<file path="config.mk">
export PLATFORM = sky130hd
export DESIGN_NAME = key_pio_servicer
export DESIGN_NICKNAME = d
export VERILOG_FILES = /design/src/rtl/key_pio_servicer.sv
export SDC_FILE = /design/constraint.sdc
export NUM_CORES = 1
export LEC_CHECK = 0
export CAP_MARGIN = 30
export CORE_ASPECT_RATIO = 1.5
export CORE_MARGIN = 3
export CORE_UTILIZATION = 36
export CTS_CLUSTER_DIAMETER = 150
export DETAILED_ROUTE_END_ITERATION = 10
export GPL_TIMING_DRIVEN = 0
export PLACE_DENSITY = 0.77
export SLEW_MARGIN = 20
export SYNTH_ARGS = -nofsm -noshare
export SYNTH_HDL_FRONTEND = slang
export SYNTH_SLANG_ARGS = --single-unit
</file>
<file path="constraint.sdc">
create_clock -name clk -period 2 [get_ports clk]
set_input_delay 0.2 -clock clk [delete_from_list [all_inputs] [get_ports clk]]
set_output_delay 0.2 -clock clk [all_outputs]
set_load 0.005 [all_outputs]
</file>
<file path="src/rtl/key_pio_servicer.sv">
// Services a key PIO interrupt: reads and clears edge_capture over Avalon-MM,
// then queues each nonzero key-event bitmap in a small FIFO for a consumer.
module key_pio_servicer #(
  parameter logic [1:0] MASK_INIT  = 2'b11,
  parameter int         FIFO_DEPTH = 4
) (
  input  logic        clk,
  input  logic        reset_n,
  input  logic        enable,
  input  logic        irq,
  output logic [1:0]  pio_address,
  output logic        pio_chipselect,
  output logic        pio_write_n,
  output logic [31:0] pio_writedata,
  input  logic [31:0] pio_readdata,
  output logic        evt_valid,
  output logic [1:0]  evt_data,
  input  logic        evt_ready,
  output logic        overflow,
  input  logic        ovf_clr
);

  localparam int         AW    = $clog2(FIFO_DEPTH);
  localparam logic [AW:0] DEPTH = (AW+1)'(FIFO_DEPTH);

  localparam logic [2:0] S_INIT    = 3'd0;
  localparam logic [2:0] S_IDLE    = 3'd1;
  localparam logic [2:0] S_READ    = 3'd2;
  localparam logic [2:0] S_CAPTURE = 3'd3;
  localparam logic [2:0] S_CLEAR   = 3'd4;
  localparam logic [2:0] S_PUSH    = 3'd5;

  logic [2:0]  state;
  logic [2:0]  state_next;
  logic [1:0]  cap;
  logic [1:0]  mem [FIFO_DEPTH];
  logic [AW-1:0] wr_ptr;
  logic [AW-1:0] rd_ptr;
  logic [AW:0] count;
  logic        pop;
  logic        push;
  logic        drop;
  logic        unused_rd;

  assign unused_rd = ^pio_readdata[31:2];

  always_comb begin
    state_next = state;
    case (state)
      S_INIT:    state_next = S_IDLE;
      S_IDLE:    if (irq && enable) state_next = S_READ;
      S_READ:    state_next = S_CAPTURE;
      S_CAPTURE: state_next = S_CLEAR;
      S_CLEAR:   state_next = S_PUSH;
      S_PUSH:    state_next = S_IDLE;
      default:   state_next = S_INIT;
    endcase
  end

  always_ff @(posedge clk) begin
    if (!reset_n) state <= S_INIT;
    else          state <= state_next;
  end

  // Bus registers are loaded from the state being entered, so each access
  // is visible on the bus during the cycle its state is active.
  always_ff @(posedge clk) begin
    if (!reset_n) begin
      pio_chipselect <= 1'b0;
      pio_write_n    <= 1'b1;
      pio_address    <= 2'd0;
      pio_writedata  <= 32'd0;
    end else begin
      pio_chipselect <= 1'b0;
      pio_write_n    <= 1'b1;
      if (state == S_INIT) begin
        pio_chipselect <= 1'b1;
        pio_write_n    <= 1'b0;
        pio_address    <= 2'd2;
        pio_writedata  <= {30'd0, MASK_INIT};
      end else if (state_next == S_READ) begin
        pio_chipselect <= 1'b1;
        pio_address    <= 2'd3;
      end else if (state_next == S_CLEAR) begin
        pio_chipselect <= 1'b1;
        pio_write_n    <= 1'b0;
        pio_address    <= 2'd3;
        pio_writedata  <= {30'd0, pio_readdata[1:0]};
      end
    end
  end

  always_ff @(posedge clk) begin
    if (!reset_n)                cap <= 2'd0;
    else if (state == S_CAPTURE) cap <= pio_readdata[1:0];
  end

  assign evt_valid = (count != '0);
  assign evt_data  = mem[rd_ptr];
  assign pop       = evt_valid && evt_ready;
  assign push      = (state == S_PUSH) && (cap != 2'd0) && ((count < DEPTH) || pop);
  assign drop      = (state == S_PUSH) && (cap != 2'd0) && (count >= DEPTH) && !pop;

  always_ff @(posedge clk) begin
    if (push) mem[wr_ptr] <= cap;
  end

  always_ff @(posedge clk) begin
    if (!reset_n) begin
      wr_ptr <= '0;
      rd_ptr <= '0;
      count  <= '0;
    end else begin
      if (push) wr_ptr <= wr_ptr + AW'(1);
      if (pop)  rd_ptr <= rd_ptr + AW'(1);
      case ({push, pop})
        2'b10:   count <= count + (AW+1)'(1);
        2'b01:   count <= count - (AW+1)'(1);
        default: count <= count;
      endcase
    end
  end

  // A drop in the same cycle as a clear request leaves the flag set.
  always_ff @(posedge clk) begin
    if (!reset_n)     overflow <= 1'b0;
    else if (drop)    overflow <= 1'b1;
    else if (ovf_clr) overflow <= 1'b0;
  end

endmodule
</file>
==> out/qor.yml <==
layout:
  final_util: 0.499
  antenna_cells: 0
  drive_gt1_frac: 0.279
  area_growth_pct: 31.2
  design_area_um2: 1990
  nets: 244
detailed_routing:
  vias: 1018
  routed_wl_mm: 2.35
  drt_first_pass_iters: 3
  drc: 0
  ant_nets: 0
  drt_iter0_drc: 21
  wire_per_inst_um: 9.54
  viasPerCell: 4.14
critical_path:
  cp_data_required_time_ns: 2.21
  crit_top_cell: "inv_1"
  rrSetupSlack_ns: 0.16
  crit_path_max_fanout: 6
  r2r_start: "count[2]$_SDFFE_PN0P_"
  crit_buf_inv: 2
  r2r_cells: 9
  cp_top_family: "simple AND/OR/NAND/NOR gates"
  crit_chain: "nor2b_4, nor3_4, inv_1, ha_2, inv_1, fa_2, xor2_1, or3_1, a21boi_1"
  critPathKind: "flip-flop to flip-flop"
  slowest_delay_ns: 0.37
  critPathLaunchType: "flip-flop"
  arrival_ns: 2.05
  r2r_end: "count[2]$_SDFFE_PN0P_"
  cp-end-kind: "flip-flop"
  slowest_stage: "dfxtp_4"
  crit_path_end: "count[2]$_SDFFE_PN0P_"
  cp.depth: 9
  critPathLaunch: "count[2]$_SDFFE_PN0P_"
logic_synthesis:
  dominantRegCellSynth: "dfxtp_1"
  ys_seq_area_frac: 0.435
  synth_cell_type_count: 33
  synth-seq-cells: 29
  synth_most_common_cell: "buf_4"
  synthTopCellsByCount: "30 x buf_4, 21 x dfxtp_1, 8 x edfxtp_1"
  syn_avg_cell_area_um2: 10.4
  async_reset_ff_frac: 0
  synth_area_leaders: "dfxtp_1 28%, edfxtp_1 16%, buf_4 15%"
  yosys.area.top_type_share: 0.277
  synth_edf_count: 8
  synthCells: 146
  yosys.area.top_type: "dfxtp_1"
  syn-cell-area_um2: 1520
  synth_warnings: 0
place:
  place_area_um2: 1850
  place.gp.congestion: 0.694
  port_buffers: 17
  dp_hpwl_mm: 1.84
clock_network:
  insertion_delay_ns: 0.28
  h-tree-depth: 2
  cts_tree: "yes"
  clk_pin_slew_ns: 0.06
  clock-sinks: 29
  cts_buffer_depth: 2
  root_buffer: "clkbuf_8"
  numCtsBuffers: 5
die:
  rows: 28
  die_h_um: 85.5
  dieWidth_um: 59.0
  initial_core_util: 0.380
  core_area_um2: 3990
  ioPinCount: 78
  dieArea_um2: 5050
timing:
  fin_crit_ns: 1.84
  post-route-period-util: 0.922
  final_hold_viol_count: 0
  skew_ns: 0.00265
  maxSlewViolCount: 0
  rsz0062_at_grt: "no"
  setup_tns_ns: 0
  finalSetupViolCount: 0
  max_freq_ghz: 0.542
min_path:
  hold_path.class: "flip-flop to flip-flop"
power_and_ir_drop:
  fin_total_pwr_w: 0.00123
  pwr-share-clk: 0.377
  power.net_switching_w: 0.000289
  vdd_ir_drop_max_uv: 630
  p_int_w: 0.000940
  leakagePower_nw: 0.883
  power_density_nw_per_um2: 617
  seq_power_share: 0.509
  p_sw_frac: 0.235
  combPwrFrac: 0.114
global_routing:
  overflow: 0
  antenna_found_initial: 0
  grt_max_degree: 11
  grt_pass1_vias: 855
  grt_first_pass_wirelength_mm: 3.63
  groute.usage.overall: 0.0963
job:
  drv_cap: 0
outcome:
  status: "complete, no violations"
## sequential cells by signal, summed over array words and instances (netlist names), named ones only
signal	flops
cap	2
pio_write_n	1
state	3
pio_chipselect	1
mem	8
wr_ptr	2
overflow	1
count	3
rd_ptr	2
pio_writedata	2
pio_address	2
## final cells by class
type,count,area [um2]
clock inverter,3,17.5
timing repair buffer,18,180
sequential,29,668
clock buffer,5,68.8
inverter,7,26.3
tap,45,56.3
buffer,34,251
fill,366,2000
multi-input combinational,105,723
## layout by cell type, fill, tap and decap left out, types with 2 or more instances in the layout
| cell | count |
|---|---|
| buf_4 | 31 |
| conb_1 | 30 |
| dfxtp_1 | 17 |
| clkdlybuf4s50_1 | 16 |
| edfxtp_1 | 8 |
| inv_1 | 7 |
| and2_1 | 7 |
| nand2_1 | 7 |
| nor2_1 | 6 |
| nor2b_1 | 5 |
| clkbuf_8 | 5 |
| or3_1 | 4 |
| o21ai_0 | 4 |
| o21a_1 | 4 |
| mux2i_1 | 4 |
| ha_1 | 4 |
| buf_2 | 3 |
| xnor2_1 | 3 |
| nor3b_1 | 3 |
| dfxtp_2 | 3 |
| mux4_2 | 2 |
| o211a_1 | 2 |
| a31oi_1 | 2 |
| a21boi_1 | 2 |
| a211oi_1 | 2 |
| clkinv_2 | 2 |
## repair_timing
item / in CTS / in global routing
pin swaps: 1 / 2
hold buffers: 0 / 0
gates resized for setup: 2 / 14
buffers inserted: 1 / 0
endpoints found under the setup margin: 2 / 2
## how the worst min path moves through the flow
| stage | depth (start not counted) | slack, ns | to | from |
|---|---|---|---|---|
| floorplan | 2 | 0.36 | state[1]$_SDFF_PN0_ | enable |
| global placement | 1 | 0.46 | pio_address[1]$_SDFFE_PN0P_ | pio_address[1]$_SDFFE_PN0P_ |
| detailed placement | 1 | 0.46 | pio_address[1]$_SDFFE_PN0P_ | pio_address[1]$_SDFFE_PN0P_ |
| CTS | 1 | 0.48 | pio_address[1]$_SDFFE_PN0P_ | pio_address[1]$_SDFFE_PN0P_ |
| global route | 1 | 0.49 | pio_address[1]$_SDFFE_PN0P_ | pio_address[1]$_SDFFE_PN0P_ |
| finish | 1 | 0.48 | pio_address[1]$_SDFFE_PN0P_ | pio_address[1]$_SDFFE_PN0P_ |
## power groups by stage
stage | registers [W] | logic [W] | clock network [W]
2_1_floorplan | 0.000637 | 0.0000920 | 0
3_3_place_gp | 0.000638 | 0.000136 | 0
3_5_place_dp | 0.000638 | 0.000137 | 0
4_1_cts | 0.000626 | 0.000138 | 0.000473
5_1_grt | 0.000628 | 0.000154 | 0.000500
6_report | 0.000625 | 0.000141 | 0.000464
## per-layer routing
metal / global-route usage / share of wire / vias to the layer above
met5: 0 / 0 / -
met2: 0.180 / 0.54 / 43
met1: 0.0840 / 0.35 / 433
li1: - / - / 536
met3: 0.0286 / 0.086 / 6
met4: 0.0619 / 0.027 / 0
## through the flow
stage,hold slack (ns),cells,setup slack [ns]
2_1_floorplan,0.357,175,0.0495
3_3_place_gp,0.456,237,-0.330
3_5_place_dp,0.462,237,-0.353
4_1_cts,0.481,246,0.0245
5_1_grt,0.493,246,0.0221
6_report,0.479,246,0.155
## kinds of logic after synthesis
| kind of cell | share of synthesized area |
|---|---|
| xor gates and xnor gates | 0.0231 |
| buffers and inverters | 0.179 |
| AOI/OAI and AO/OA | 0.0964 |
| adders and majority gates | 0.0544 |
| other | 0.00247 |
| DFF | 0.435 |
| and+or+nand+nor | 0.153 |
| muxes | 0.0561 |
No activity file was read; power rests on OpenSTA's default activity.
